[src/rtl/bc_pkg.sv]
// Shared types, sizes and the code-validity rule for the Bulls & Cows game sequencer.
package bc_pkg;

   localparam int DIGITS  = 4;
   localparam int DIGIT_W = 4;
   localparam int CODE_W  = DIGITS * DIGIT_W;

   typedef enum logic [2:0] {
      SECRET_J1 = 3'd0,
      SECRET_J2 = 3'd1,
      GUESS_J1  = 3'd2,
      GUESS_J2  = 3'd3,
      SCORE     = 3'd4,
      FIM       = 3'd5
   } state_t;

   typedef enum logic [1:0] {
      WIN_NONE = 2'b00,
      WIN_J1   = 2'b01,
      WIN_J2   = 2'b10,
      WIN_DRAW = 2'b11
   } winner_t;

   // A code is playable when every digit is decimal and no digit repeats.
   function automatic logic code_valid(input logic [CODE_W-1:0] code);
      logic               ok;
      logic [DIGIT_W-1:0] a;
      logic [DIGIT_W-1:0] b;
      ok = 1'b1;
      for (int i = 0; i < DIGITS; i++) begin
         a = code[i*DIGIT_W +: DIGIT_W];
         if (a > 4'd9) ok = 1'b0;
         for (int j = i + 1; j < DIGITS; j++) begin
            b = code[j*DIGIT_W +: DIGIT_W];
            if (a == b) ok = 1'b0;
         end
      end
      return ok;
   endfunction

endpackage

[src/rtl/bc_game_ctrl_if.sv]
// Board-side bundle of the game sequencer: switch/button inputs and display outputs.
// Handshake: a rising edge of confirm is the only "valid"; there is no ready, so edges
// arriving while a guess is being scored or after the game ended are dropped, not queued.
interface bc_game_ctrl_if;

   logic [bc_pkg::CODE_W-1:0] guess;
   logic                      confirm;
   logic [2:0]                state_o;
   logic                      turn;
   logic [2:0]                bulls;
   logic [2:0]                cows;
   logic                      result_valid;
   logic                      err;
   logic [1:0]                winner;
   logic [3:0]                round;

   modport master (
      output guess, confirm,
      input  state_o, turn, bulls, cows, result_valid, err, winner, round
   );

   modport slave (
      input  guess, confirm,
      output state_o, turn, bulls, cows, result_valid, err, winner, round
   );

endinterface

[src/rtl/bc_score.sv]
// Registered bulls/cows scorer: one cycle after start, bulls/cows/valid reflect guess vs secret.
module bc_score
   import bc_pkg::*;
(
   input  logic              clock,
   input  logic              reset,
   input  logic [CODE_W-1:0] guess_i,
   input  logic [CODE_W-1:0] secret_i,
   input  logic              start_i,
   output logic [2:0]        bulls_o,
   output logic [2:0]        cows_o,
   output logic              valid_o
);

   logic [2:0] bulls_d, cows_d;
   logic [2:0] bulls_q, cows_q;
   logic       valid_q;

   always_comb begin
      bulls_d = '0;
      cows_d  = '0;
      for (int i = 0; i < DIGITS; i++) begin
         for (int j = 0; j < DIGITS; j++) begin
            if (guess_i[i*DIGIT_W +: DIGIT_W] == secret_i[j*DIGIT_W +: DIGIT_W]) begin
               if (i == j) bulls_d = bulls_d + 3'd1;
               else        cows_d  = cows_d + 3'd1;
            end
         end
      end
   end

   // Results hold between scorings so the display keeps the last guess.
   always_ff @(posedge clock or posedge reset) begin
      if (reset) begin
         bulls_q <= '0;
         cows_q  <= '0;
         valid_q <= 1'b0;
      end else begin
         valid_q <= start_i;
         if (start_i) begin
            bulls_q <= bulls_d;
            cows_q  <= cows_d;
         end
      end
   end

   assign bulls_o = bulls_q;
   assign cows_o  = cows_q;
   assign valid_o = valid_q;

endmodule

[src/rtl/bc_game_ctrl.sv]
// Two-player Bulls & Cows sequencer: collects secrets, alternates guesses, scores them
// through bc_score and declares a winner or a draw after MAX_ROUNDS rounds.
module bc_game_ctrl
   import bc_pkg::*;
#(
   parameter int MAX_ROUNDS = 8
) (
   input  logic           clock,
   input  logic           reset,
   bc_game_ctrl_if.slave  bus
);

   state_t            state_q, state_d;
   logic              confirm_q;
   logic              turn_q, turn_d;
   logic              err_q, err_d;
   winner_t           winner_q, winner_d;
   logic [3:0]        round_q, round_d;
   logic [CODE_W-1:0] secret_j1_q, secret_j1_d;
   logic [CODE_W-1:0] secret_j2_q, secret_j2_d;
   logic [CODE_W-1:0] guess_q, guess_d;
   logic [CODE_W-1:0] target_q, target_d;
   logic              score_start;

   logic              cfm_edge;
   logic              in_input;
   logic              accept;
   logic              reject;
   logic              full_match;
   logic              last_round;

   logic [2:0]        bulls_w, cows_w;
   logic              valid_w;

   assign cfm_edge = bus.confirm & ~confirm_q;
   assign in_input = (state_q == SECRET_J1) || (state_q == SECRET_J2) ||
                     (state_q == GUESS_J1)  || (state_q == GUESS_J2);
   assign accept   = cfm_edge & in_input &  code_valid(bus.guess);
   assign reject   = cfm_edge & in_input & ~code_valid(bus.guess);

   // Four bulls means the codes are identical, so the SCORE decision needs no
   // registered scorer output and can be taken on the same edge that publishes it.
   assign full_match = (guess_q == target_q);
   assign last_round = (round_q == 4'(MAX_ROUNDS - 1));

   always_ff @(posedge clock or posedge reset) begin
      if (reset) state_q <= SECRET_J1;
      else       state_q <= state_d;
   end

   always_comb begin
      state_d = state_q;
      case (state_q)
         SECRET_J1: if (accept) state_d = SECRET_J2;
         SECRET_J2: if (accept) state_d = GUESS_J1;
         GUESS_J1,
         GUESS_J2:  if (accept) state_d = SCORE;
         SCORE: begin
            if (full_match)     state_d = FIM;
            else if (!turn_q)   state_d = GUESS_J2;
            else if (last_round) state_d = FIM;
            else                state_d = GUESS_J1;
         end
         FIM:       state_d = FIM;
         default:   state_d = SECRET_J1;
      endcase
   end

   always_comb begin
      err_d       = reject;
      turn_d      = turn_q;
      winner_d    = winner_q;
      round_d     = round_q;
      secret_j1_d = secret_j1_q;
      secret_j2_d = secret_j2_q;
      guess_d     = guess_q;
      target_d    = target_q;
      score_start = 1'b0;
      case (state_q)
         SECRET_J1: if (accept) begin
            secret_j1_d = bus.guess;
            turn_d      = 1'b1;
         end
         SECRET_J2: if (accept) begin
            secret_j2_d = bus.guess;
            turn_d      = 1'b0;
         end
         GUESS_J1: if (accept) begin
            guess_d  = bus.guess;
            target_d = secret_j2_q;
         end
         GUESS_J2: if (accept) begin
            guess_d  = bus.guess;
            target_d = secret_j1_q;
         end
         SCORE: begin
            score_start = 1'b1;
            if (!turn_q) begin
               if (full_match) winner_d = WIN_J1;
               else            turn_d   = 1'b1;
            end else if (full_match) begin
               winner_d = WIN_J2;
            end else begin
               round_d = round_q + 4'd1;
               if (last_round) winner_d = WIN_DRAW;
               else            turn_d   = 1'b0;
            end
         end
         default: ;
      endcase
   end

   always_ff @(posedge clock or posedge reset) begin
      if (reset) begin
         confirm_q   <= 1'b0;
         turn_q      <= 1'b0;
         err_q       <= 1'b0;
         winner_q    <= WIN_NONE;
         round_q     <= '0;
         secret_j1_q <= '0;
         secret_j2_q <= '0;
         guess_q     <= '0;
         target_q    <= '0;
      end else begin
         confirm_q   <= bus.confirm;
         turn_q      <= turn_d;
         err_q       <= err_d;
         winner_q    <= winner_d;
         round_q     <= round_d;
         secret_j1_q <= secret_j1_d;
         secret_j2_q <= secret_j2_d;
         guess_q     <= guess_d;
         target_q    <= target_d;
      end
   end

   bc_score u_score (
      .clock    (clock),
      .reset    (reset),
      .guess_i  (guess_q),
      .secret_i (target_q),
      .start_i  (score_start),
      .bulls_o  (bulls_w),
      .cows_o   (cows_w),
      .valid_o  (valid_w)
   );

   assign bus.state_o      = state_q;
   assign bus.turn         = turn_q;
   assign bus.bulls        = bulls_w;
   assign bus.cows         = cows_w;
   assign bus.result_valid = valid_w;
   assign bus.err          = err_q;
   assign bus.winner       = winner_q;
   assign bus.round        = round_q;

endmodule

[src/flat_wrapper.sv]
// flat-port wrapper written by rule: the top's interface ports become plain ports
module bc_game_ctrl_flat import bc_pkg::*;
#(
   parameter int MAX_ROUNDS = 8
)
  (clock, reset, bus_guess, bus_confirm, bus_state_o, bus_turn, bus_bulls, bus_cows, bus_result_valid, bus_err, bus_winner, bus_round);
  bc_game_ctrl_if bus_i ();
  input  logic clock;
  input  logic reset;
  input wire logic [$bits(bus_i.guess)-1:0] bus_guess;
  input wire logic [$bits(bus_i.confirm)-1:0] bus_confirm;
  output wire logic [$bits(bus_i.state_o)-1:0] bus_state_o;
  output wire logic [$bits(bus_i.turn)-1:0] bus_turn;
  output wire logic [$bits(bus_i.bulls)-1:0] bus_bulls;
  output wire logic [$bits(bus_i.cows)-1:0] bus_cows;
  output wire logic [$bits(bus_i.result_valid)-1:0] bus_result_valid;
  output wire logic [$bits(bus_i.err)-1:0] bus_err;
  output wire logic [$bits(bus_i.winner)-1:0] bus_winner;
  output wire logic [$bits(bus_i.round)-1:0] bus_round;
  assign bus_i.guess = bus_guess;
  assign bus_i.confirm = bus_confirm;
  assign bus_state_o = bus_i.state_o;
  assign bus_turn = bus_i.turn;
  assign bus_bulls = bus_i.bulls;
  assign bus_cows = bus_i.cows;
  assign bus_result_valid = bus_i.result_valid;
  assign bus_err = bus_i.err;
  assign bus_winner = bus_i.winner;
  assign bus_round = bus_i.round;
  bc_game_ctrl #(.MAX_ROUNDS(MAX_ROUNDS)) u_core (.clock(clock), .reset(reset), .bus(bus_i));
endmodule
[config.mk]
export PLATFORM = sky130hd
export DESIGN_NAME = bc_game_ctrl_flat
export DESIGN_NICKNAME = d
export VERILOG_FILES = /design/src/rtl/bc_pkg.sv /design/src/rtl/bc_game_ctrl_if.sv /design/src/rtl/bc_score.sv /design/src/rtl/bc_game_ctrl.sv /design/src/flat_wrapper.sv
export SDC_FILE = /design/constraint.sdc
export NUM_CORES = 1
export LEC_CHECK = 0
export BUFFER_PORTS_ARGS = -buffer_cell sky130_fd_sc_hd__buf_2
export CELL_PAD_IN_SITES_DETAIL_PLACEMENT = 0
export CELL_PAD_IN_SITES_GLOBAL_PLACEMENT = 1
export CORE_ASPECT_RATIO = 1.2
export CORE_MARGIN = 8
export CORE_UTILIZATION = 40
export DETAILED_ROUTE_END_ITERATION = 16
export PLACE_DENSITY = 0.75
export SETUP_SLACK_MARGIN = 0.02
export SYNTH_ARGS = -nofsm -noshare
export SYNTH_HDL_FRONTEND = slang
export SYNTH_SLANG_ARGS = --single-unit
[constraint.sdc]
create_clock -name clock -period 8.44 [get_ports clock]
set_clock_uncertainty 0.1 [all_clocks]
set_input_delay 0.844 -clock clock [delete_from_list [all_inputs] [get_ports clock]]
set_output_delay 0.844 -clock clock [all_outputs]
set_load 0.005 [all_outputs]
==> results of run 1 <==
synthesized netlist by cell type, types with 3 or more instances:
master                     count
sky130_fd_sc_hd__a21oi_1      12
sky130_fd_sc_hd__and2_1        3
sky130_fd_sc_hd__and3_1        3
sky130_fd_sc_hd__and4_1        3
sky130_fd_sc_hd__buf_1         6
sky130_fd_sc_hd__buf_2        14
sky130_fd_sc_hd__buf_6         3
sky130_fd_sc_hd__clkbuf_1     40
sky130_fd_sc_hd__dfrtp_1      83
sky130_fd_sc_hd__ha_1         14
sky130_fd_sc_hd__inv_1        14
sky130_fd_sc_hd__mux2_2       50
sky130_fd_sc_hd__mux2i_1      19
sky130_fd_sc_hd__nand2_1      46
sky130_fd_sc_hd__nand2b_1      3
sky130_fd_sc_hd__nand3_1       5
sky130_fd_sc_hd__nand3b_1      3
sky130_fd_sc_hd__nand4_1      11
sky130_fd_sc_hd__nor2_1       19
sky130_fd_sc_hd__nor2b_1       3
sky130_fd_sc_hd__nor3_1        3
sky130_fd_sc_hd__nor4_1       10
sky130_fd_sc_hd__nor4_4        3
sky130_fd_sc_hd__o21ai_0      31
sky130_fd_sc_hd__xnor2_1      59
sky130_fd_sc_hd__xor2_1       54
layout make-up:
cell class              count  area [sq um]  area share
clock buffers               9           225      0.0378
clock inverters             7          77.6      0.0130
inverters                  14          53.8     0.00902
multi-input cells         390          3110       0.522
flip-flops and latches     83          2080       0.348
well taps                 171           214      0.0359
repair buffers             39           203      0.0340
critical path: cells and delay by family (launching register included):
kind | cells | cell delay (ns)
mux | 2 | 0.41
xor+xnor | 7 | 1.21
buf+inv | 2 | 0.29
flops | 1 | 0.47
fa+ha+maj | 6 | 1.68
simple gates | 10 | 1.60
compound gates | 7 | 1.35
state kept, by name, indices dropped and copies added (netlist names):
name and cells:
u_core.bus.err 1, u_core.bus.round 4, u_core.bus.state_o 3, u_core.bus.turn 1, u_core.bus.winner 2, u_core.confirm_q 1
u_core.guess_q 16, u_core.secret_j1_q 16, u_core.secret_j2_q 16, u_core.target_q 16, u_core.u_score.bulls_o 3, u_core.u_score.cows_o 3
u_core.u_score.valid_o 1
per-stage QoR:
stage          hold slack [ns]  worst slack (ns)   util  instances
6_report                 0.355              1.23  0.437        713
3_5_place_dp             0.342              1.25  0.415        697
2_1_floorplan            0.313              1.78      -        550
5_1_grt                  0.359             0.535  0.437        713
3_3_place_gp             0.324              1.47  0.415        697
4_1_cts                  0.351              1.24  0.437        713
cells in the final DEF (no fill, tap or decap), types with 13 or more instances in the layout:
master	instances
sky130_fd_sc_hd__dfrtp_1	83
sky130_fd_sc_hd__o21ai_0	31
sky130_fd_sc_hd__mux2_2	50
sky130_fd_sc_hd__buf_2	36
sky130_fd_sc_hd__inv_1	13
sky130_fd_sc_hd__xnor2_1	59
sky130_fd_sc_hd__nand2_1	46
sky130_fd_sc_hd__xor2_1	54
sky130_fd_sc_hd__nor2_1	19
sky130_fd_sc_hd__mux2i_1	19
sky130_fd_sc_hd__ha_1	14
cells by family (layout without fill, tap and decap cells):
logic type / after synthesis / in the layout / synth area share
flops: 83 / 83 / 0.377
buf+inv: 77 / 69 / 0.0597
xor+xnor: 119 / 119 / 0.203
mux: 69 / 69 / 0.137
compound gates: 62 / 62 / 0.0663
simple gates: 126 / 126 / 0.126
fa+ha+maj: 14 / 14 / 0.0318
path summary, 6_finish.rpt:
path / start / endpoint / cells past startpoint
setup / recovery: u_core.guess_q[1] / u_core.u_score.cows_o[2] / 34
hold / removal: u_core.confirm_q / u_core.bus.err / 1
setup reg to reg: u_core.guess_q[1] / u_core.u_score.cows_o[2] / 34
hold reg to reg: u_core.confirm_q / u_core.bus.err / 1
max in group asynchronous: reset / u_core.target_q[7] / 3
min in group asynchronous: reset / u_core.secret_j1_q[3] / 2
metal layers:
metal	wire, um	global-route usage	up-vias	share of wire
met5	0	0	-	0
li1	-	-	1826	-
met2	6020	0.247	54	0.51
met4	240	0.0533	0	0.020
met1	5180	0.165	1849	0.44
met3	334	0.0281	15	0.028
==> results.md, run 1 <==
Worst setup path:
- The worst setup path is of the flip-flop to flip-flop kind.
- For the worst setup path, the data arrival time is 7.33 ns.
- The slowest library cell on the worst path is sky130_fd_sc_hd__dfrtp_1.
- The cell with the most instances on the worst path is sky130_fd_sc_hd__ha_1.
- In this run the worst path has a maximum fanout of 7.
- The capturing element type of the critical path is a flip-flop.
- At the worst endpoint, the required time is 8.56 ns.
- The largest single stage delay on the critical path is 0.47 ns.
- The worst setup path is launched from a flip-flop.
- The setup check on the worst reg-to-reg path leaves a slack of 1.23 ns.

Clock network:
- The clock net in this run drives a total of 83 sinks.
- The clock passes through at most 2 buffers.
- The insertion delay to the later sink of the worst-skew pair is 0.34 ns.
- Clock-pin slew was measured on the worst setup and hold paths at 0.06 ns.
- The post-cts gate resize count is 0.
- CTS placed an instance of sky130_fd_sc_hd__clkbuf_16 at the clock tree root.
- The H-tree generated during clock tree synthesis spans 3 levels.
- Post-CTS timing repair inserted 0 buffers for setup.
- Counting the buffers created by CTS gives 9.
- Hold repair after CTS inserted 0 buffers.
- The TritonCTS clock tree is built.

Finish:
- The layout has 1296 filler cells.
- After the last flow step, the layout net total stands at 570.
- The number of antenna diodes in the final layout is 0.
- The proportion of layout cells with a drive suffix above 1 is 0.218.
- The area growth from synthesis to layout is 8.17%.
- The final instance area is 5960 sq um.

Timing:
- The transition time at the pin with the least slew margin is 1.19 ns.
- The share of the clock period used by the worst path is 0.855.
- The setup violation total in the final timing report is 0.
- The relative slew slack is 0.204.
- Setup repair after global routing left no endpoint under its margin.
- The count of endpoints failing hold in the final timing report is 0.
- The number of max-slew violations in the final report was 0.
- The final-layout setup total negative slack is 0 ns.
- For the finished layout, the period the worst path requires is 7.21 ns.
- The maximum clock rate is 139 MHz.

Route:
- For this run, design rule violations remaining after detail routing come to 0.
- The detail-routed net length per standard cell is 16.5 um.
- Wires add up to 11.8 mm.
- The first TritonRoute pass finished after 4 iterations.
- In the routed layout, each cell is associated on average with a via count of 5.25.
- The number of vias in the routed layout is 3744.
- The antenna violation net count after detailed routing is 0.
- The number of design-rule violations left by the first detailed-router iteration is 163.

Synthesis:
- The library cell with the largest summed area after synthesis is sky130_fd_sc_hd__dfrtp_1.
- Each instance of the synthesized netlist takes up on average 10.0 sq um.
- The share of synthesized area in the top cell type comes to 0.377.
- The flop and latch count out of synthesis is 83.
- The Yosys step of the flow raised 0 warnings.
- The cell count after synthesis came out at 550.
- The post-synthesis cell type count is 55.
- The sequential-to-total area share from yosys stat is 0.377.
- The most used flip-flop cell after synthesis is sky130_fd_sc_hd__dfrtp_1.
- By area the synthesized netlist is led by sky130_fd_sc_hd__dfrtp_1 (38%), sky130_fd_sc_hd__mux2_2 (10%), sky130_fd_sc_hd__xnor2_1 (9.4%).
- Of all flip-flops after synthesis, the portion carrying an async set or reset was 1.00.
- The number of nets in the synthesized netlist is 583.
- Summing every instance area after synthesis gives 5510 sq um.
- The count of flip-flops with a built-in enable after synthesis is 0.

Floorplan:
- The horizontal die dimension is 123 um.
- The total number of placement rows is 47.
- In this run the vertical extent of the chip is 145 um.
- The initial utilization of the core area, before any placement, comes to 0.404.
- The number of top-level design ports is 37.
- The die covers 17800 sq um.
- The core area is 13600 sq um.

Run status:
- The flow ran to the end, and the final reports show no timing, DRC or antenna violations.

Global route:
- Entering global routing, the biggest net connects 50 pins.
- The first global-routing pass estimated 19.7 mm of wire.
- The overall routing resource usage is 0.141.
- The number of antenna violations at the first check in global routing is 0.
- The number of global-route vias before repair is 3894.
- The total overflow left after global routing is 0.

Place:
- Summing all placed instances gives a cell area of 5660 sq um.
- The final weighted congestion in routability-driven placement is 0.854.
- The number of buffers added on ports is 36.
- After legalization and detailed placement, the total HPWL measured 8.87 mm.

Run:
- The number of violations of the max-capacitance limit is 0.

Worst hold path:
- The path class of the tightest hold or removal check is flip-flop to flip-flop.
Power of run 1 is left out: the tool's default activity adds up to more than one toggle a clock period on the data nets, which glitch-free logic cannot reach.
==> inputs of run 2 (changes only) <==
Settings changed: RECOVER_POWER from default to 50.
==> results.md, run 2 (same netlist as run 1, synthesis figures left out) <==
Route:
- The detail-routed net length per standard cell was 16.5 um (about the same).
- The antenna violation net count after detailed routing is 0 (unchanged).
- The overall routed net length came to 11.8 mm (about the same).
- The DRC violation count after routing was 0 (unchanged).
- The total iterations of the first detailed-routing run is 4 (unchanged).
- The ratio of routed vias to standard cells was 5.25 (about the same).
- The number of vias in the routed layout is 3740 (was 3744).
- The number of design-rule violations left by the first detailed-router iteration was 152 (was 163).

Clock network:
- The clock input transition at the sequential cells of the worst setup and hold paths is 0.06 ns (about the same).
- The clock sink total was 83 (unchanged).
- The TritonCTS clock tree is built (unchanged).
- The insertion delay to the later sink of the worst-skew pair came to 0.34 ns (about the same).
- The maximum level of the CTS H-tree is 3 (unchanged).
- The number of hold buffers added after cts is 0 (unchanged).
- The deepest clock path buffer count was 2 (unchanged).
- The clock tree root buffer cell is sky130_fd_sc_hd__clkbuf_16 (unchanged).
- The post-cts gate resize count came to 0 (unchanged).
- The number of buffers inserted to repair setup after CTS was 0 (unchanged).
- The clock buffer count from CTS was 9 (unchanged).

Floorplan:
- The height of the chip came to 145 um (unchanged).
- The horizontal die dimension is 123 um (unchanged).
- The die outline area came to 17800 sq um (unchanged).
- The number of top-level design ports is 37 (unchanged).
- The core area is 13600 sq um (unchanged).
- The total number of placement rows is 47 (unchanged).
- The effective utilization at floorplan was 0.404 (unchanged).

Timing:
- Unrepaired setup endpoints after global routing: false (unchanged).
- The number of max-slew violations in the final report is 86 (was 0).
- The transition time at the pin with the least slew margin is 2.21 ns (was 1.19 ns).
- The maximum clock rate was 138 MHz (was 139 MHz).
- The relative slew slack is -0.474 (was 0.204).
- The final-layout setup total negative slack came to 0 ns (unchanged).
- The setup violation total in the final timing report is 0 (unchanged).
- The count of endpoints failing hold in the final timing report is 0 (unchanged).
- The shortest period the worst path allows is 7.23 ns (was 7.21 ns).
- The share of the clock period used by the worst path is 0.856 (was 0.855).

Global route:
- The overall routing resource usage was 0.141 (unchanged).
- The number of global-route vias before repair was 3894 (unchanged).
- The global routing met1 resource utilization came to 0.165 (unchanged).
- The number of antenna violations at the first check in global routing is 0 (unchanged).
- The maximum number of pins on one net before global-route repair is 50 (unchanged).
- The most used routing layer in global routing is met2 (unchanged).
- The first-pass GRT wire length is 19.7 mm (unchanged).
- The total congestion overflow after global routing came to 0 (unchanged).
- The met3 capacity usage during global routing is 0.0281 (unchanged).
- The fraction of met2 tracks used by global routing is 0.247 (unchanged).

Worst setup path:
- The required time reported for the critical path endpoint came to 8.56 ns (about the same).
- The capturing element type of the critical path is a flip-flop (unchanged).
- The startpoint kind of the worst setup timing path is a flip-flop (unchanged).
- The delay of the slowest cell on the worst path is 0.47 ns (about the same).
- The top fanout value on the critical path is 7 (unchanged).
- The type of the worst setup path is flip-flop to flip-flop (unchanged).
- The cell with the most instances on the worst path was sky130_fd_sc_hd__ha_1 (unchanged).
- The slowest library cell on the worst path is sky130_fd_sc_hd__dfrtp_1 (unchanged).
- The arrival time at the worst endpoint came to 7.35 ns (was 7.33 ns).

Finish:
- Highest-count cells in the layout ignoring fill and taps: sky130_fd_sc_hd__dfrtp_1 (83), sky130_fd_sc_hd__xnor2_1 (59), sky130_fd_sc_hd__xor2_1 (54), sky130_fd_sc_hd__mux2_2 (50), sky130_fd_sc_hd__nand2_1 (46) (unchanged).
- The layout filler cell count is 1305 (was 1296).
- The most common cell after layout, fill and taps aside is sky130_fd_sc_hd__dfrtp_1 (unchanged).
- The number of antenna repair diodes is 0 (unchanged).
- The proportion of layout cells with a drive suffix above 1 is 0.194 (was 0.218).
- The area growth from synthesis to layout is 7.83% (was 8.17%).
- The number of nets in the layout is 570 (unchanged).

Run status:
- Run status: complete, but fails checks (was complete, no violations).
- The checks that failed: max-capacitance violations, max-slew violations.

Place:
- The post-DP HPWL is 8.87 mm (unchanged).
- The number of buffers added on ports is 36 (unchanged).
- The final weighted congestion in routability-driven placement was 0.854 (unchanged).

Worst hold path:
- The class of the worst hold path is flip-flop to flip-flop (unchanged).

Run:
- The number of violations of the max-capacitance limit is 2 (was 0).
==> run 2: worst paths after layout <==
path / slack, ns / endpoint / cells after the start / startpoint
setup reg to reg: 1.21 / u_core.u_score.cows_o[2] / 34 / u_core.guess_q[1]
hold / removal: 0.36 / u_core.bus.err / 1 / u_core.confirm_q
hold reg to reg: 0.36 / u_core.bus.err / 1 / u_core.confirm_q
min in group asynchronous: 0.87 / u_core.secret_j1_q[3] / 2 / reset
setup / recovery: 1.21 / u_core.u_score.cows_o[2] / 34 / u_core.guess_q[1]
max in group asynchronous: 4.61 / u_core.target_q[7] / 3 / reset
==> run 2: layout make-up <==
class / count / area (sq um) / area share
Multi-Input combinational cell: 390 / 3110 / 0.524
Clock buffer: 9 / 225 / 0.0379
Timing Repair Buffer: 39 / 184 / 0.0309
Tap cell: 171 / 214 / 0.0360
Clock inverter: 7 / 77.6 / 0.0130
Inverter: 14 / 53.8 / 0.00905
Sequential cell: 83 / 2080 / 0.349
==> run 2: stage by stage <==
step	hold slack [ns]	area (sq um)	utilization	setup slack (ns)	cells
2_1_floorplan	0.313	5510	-	1.78	550
3_3_place_gp	0.324	5660	0.415	1.47	697
3_5_place_dp	0.342	5660	0.415	1.25	697
4_1_cts	0.351	5960	0.437	1.24	713
5_1_grt	0.359	5940	0.436	0.535	713
6_report	0.355	5940	0.436	1.21	713
==> run 2: worst max-delay path: cells and delay by family (launching register included) <==
family / cells / cell delay [ns]
buf+inv: 2 / 0.29
mux: 2 / 0.41
xor+xnor: 7 / 1.21
simple gates: 10 / 1.60
fa+ha+maj: 6 / 1.68
flops: 1 / 0.47
compound gates: 7 / 1.37
==> run 2: layer usage <==
metal / vias to the layer above / share of wire
met1: 1852 / 0.44
li1: 1827 / -
met2: 46 / 0.51
met4: 0 / 0.020
met5: - / 0
met3: 15 / 0.027
Power of run 2 is left out for the same reason.
==> inputs of run 3 (changes only) <==
Settings changed: CORE_UTILIZATION 40 to 25, PLACE_DENSITY 0.75 to 0.53.
==> results.md, run 3 (same netlist as run 1, synthesis figures left out) <==
Run status:
- Run status: complete, but fails checks (unchanged).
- Violations in the final reports: max-capacitance violations, max-slew violations (unchanged).

Timing:
- The final-layout setup total negative slack is 0 ns (unchanged).
- The number of max-slew violations in the final report is 84 (was 86).
- The setup violation total in the final timing report was 0 (unchanged).
- Unrepaired setup endpoints after global routing: false (unchanged).
- The maximum clock rate is 139 MHz (was 138 MHz).
- The share of the clock period used by the worst path is 0.855 (was 0.856).
- The shortest period the worst path allows came to 7.22 ns (was 7.23 ns).
- The relative slew slack is -1.99 (was -0.474).
- The transition time at the pin with the least slew margin was 4.48 ns (was 2.21 ns).
- The count of endpoints failing hold in the final timing report was 0 (unchanged).

Floorplan:
- The core area is 21700 sq um (was 13600 sq um).
- The number of top-level design ports is 37 (unchanged).
- The die outline area is 27100 sq um (was 17800 sq um).
- The horizontal die dimension was 152 um (was 123 um).
- The total number of placement rows is 59 (was 47).
- The effective utilization at floorplan was 0.254 (was 0.404).
- The height of the chip is 179 um (was 145 um).

Finish:
- The utilization after layout is 0.281 (was 0.436).
- The sequential cell area in the final layout was 2080 sq um (unchanged).
- The final instance area is 6100 sq um (was 5940 sq um).
- The proportion of layout cells with a drive suffix above 1 came to 0.194 (unchanged).
- The final cell count without fillers came to 816 (was 713).
- The number of nets in the layout is 570 (unchanged).
- The layout filler cell count is 2324 (was 1305).
- Highest-count cells in the layout ignoring fill and taps: sky130_fd_sc_hd__dfrtp_1 (83), sky130_fd_sc_hd__xnor2_1 (59), sky130_fd_sc_hd__xor2_1 (54), sky130_fd_sc_hd__mux2_2 (50), sky130_fd_sc_hd__nand2_1 (46) (unchanged).
- The most common cell after layout, fill and taps aside is sky130_fd_sc_hd__dfrtp_1 (unchanged).
- The footprint of the multi-input gates was 3110 sq um (unchanged).
- The area growth from synthesis to layout is 10.7% (was 7.83%).
- The number of antenna repair diodes is 0 (unchanged).

Route:
- The total iterations of the first detailed-routing run is 4 (unchanged).
- The ratio of routed vias to standard cells is 4.61 (was 5.25).
- The overall routed net length was 13.0 mm (was 11.8 mm).
- The DRC violation count after routing is 0 (unchanged).
- The antenna violation net count after detailed routing is 0 (unchanged).
- The number of vias in the routed layout is 3761 (was 3740).
- The detail-routed net length per standard cell is 15.9 um (was 16.5 um).
- The number of design-rule violations left by the first detailed-router iteration is 176 (was 152).

Place:
- The placed cell area was 5790 sq um (was 5660 sq um).
- The number of cells after detailed placement is 800 (was 697).
- The post-DP HPWL is 9.79 mm (was 8.87 mm).
- The number of buffers added on ports is 36 (unchanged).
- The final weighted congestion in routability-driven placement is 0.822 (was 0.854).

Worst setup path:
- The startpoint of the worst-slack reg-to-reg timing path is u_core.guess_q[1] (unchanged).
- The type of the worst setup path was flip-flop to flip-flop (unchanged).
- The cell with the most instances on the worst path is sky130_fd_sc_hd__ha_1 (unchanged).
- The reg-to-reg setup timing slack is 1.22 ns (was 1.21 ns).
- The top fanout value on the critical path came to 7 (unchanged).
- The slowest library cell on the worst path is sky130_fd_sc_hd__dfrtp_1 (unchanged).
- The capturing element type of the critical path was a flip-flop (unchanged).
- The arrival time at the worst endpoint is 7.34 ns (was 7.35 ns).
- The startpoint kind of the worst setup timing path is a flip-flop (unchanged).
- The destination of the worst register-to-register timing path is u_core.u_score.cows_o[2] (unchanged).
- The required time reported for the critical path endpoint was 8.57 ns (was 8.56 ns).
- The delay of the slowest cell on the worst path is 0.47 ns (about the same).
- The number of cell instances on the worst register-to-register path is 34 (unchanged).

Global route:
- The number of antenna violations at the first check in global routing was 0 (unchanged).
- The overall routing resource usage came to 0.103 (was 0.141).
- The number of global-route vias before repair is 4009 (was 3894).
- The first-pass GRT wire length came to 21.8 mm (was 19.7 mm).
- The total congestion overflow after global routing was 0 (unchanged).
- The maximum number of pins on one net before global-route repair is 84 (was 50).

Clock network:
- The maximum level of the CTS H-tree was 3 (unchanged).
- The clock sink total is 83 (unchanged).
- The clock tree root buffer cell was sky130_fd_sc_hd__clkbuf_16 (unchanged).
- The post-cts gate resize count is 0 (unchanged).
- The TritonCTS clock tree is built (unchanged).
- The clock input transition at the sequential cells of the worst setup and hold paths is 0.07 ns (was 0.06 ns).
- The deepest clock path buffer count is 2 (unchanged).
- The number of buffers inserted to repair setup after CTS is 0 (unchanged).
- The insertion delay to the later sink of the worst-skew pair came to 0.34 ns (about the same).
- The clock buffer count from CTS is 9 (unchanged).
- The number of hold buffers added after cts is 0 (unchanged).

Worst hold path:
- The launch point of the worst hold path is u_core.confirm_q (unchanged).
- The hold path depth is 1 (unchanged).
- The class of the worst hold path was flip-flop to flip-flop (unchanged).
- The sink of the worst hold path is u_core.bus.err (unchanged).

Run:
- The number of violations of the max-capacitance limit is 1 (was 2).
## run 3: cell count changes in the layout (fill, tap and decap cells not counted), sizes merged
cell,before,now
clkinv,5,1
inv,14,17
bufinv,1,2
## run 3: stage by stage
| step | hold WS, ns | setup slack [ns] |
|---|---|---|
| 2_1_floorplan | 0.313 | 1.78 |
| 3_3_place_gp | 0.327 | 1.39 |
| 3_5_place_dp | 0.337 | 1.25 |
| 4_1_cts | 0.348 | 1.20 |
| 5_1_grt | 0.364 | 0.569 |
| 6_report | 0.346 | 1.22 |
## run 3: final cells by class
cell class,instances,share of cell area
Clock buffer,9,0.0369
Clock inverter,7,0.0172
Inverter,14,0.00882
Multi-Input combinational cell,390,0.510
Sequential cell,83,0.340
Tap cell,274,0.0562
Timing Repair Buffer,39,0.0301
## run 3: worst max-delay path, delay by kind of cell, from the launching register on
family	cells	cell delay, ns
fa+ha+maj	6	1.69
simple gates	10	1.60
compound gates	7	1.38
xor+xnor	7	1.16
flops	1	0.47
mux	2	0.40
buf+inv	2	0.29
## run 3: worst max-delay path by stage
stage / from / end / slack, ns / cells after the start
final: u_core.guess_q[1] / u_core.u_score.cows_o[2] / 1.22 / 34
after global placement: u_core.guess_q[1] / u_core.u_score.cows_o[2] / 1.39 / 34
after global routing: u_core.guess_q[1] / u_core.u_score.cows_o[2] / 0.57 / 34
after detailed placement: u_core.guess_q[1] / u_core.u_score.cows_o[2] / 1.25 / 34
after CTS: u_core.guess_q[1] / u_core.u_score.cows_o[2] / 1.20 / 34
after floorplan: u_core.target_q[5] / u_core.u_score.cows_o[2] / 1.78 / 35
## run 3: per-layer routing
metal,track usage,part of all wire,up-vias
li1,-,-,1832
met1,0.125,0.45,1856
met2,0.178,0.51,54
met3,0.0162,0.018,19
met4,0.0389,0.025,0
met5,0,0,-
Power of run 3 is left out for the same reason.
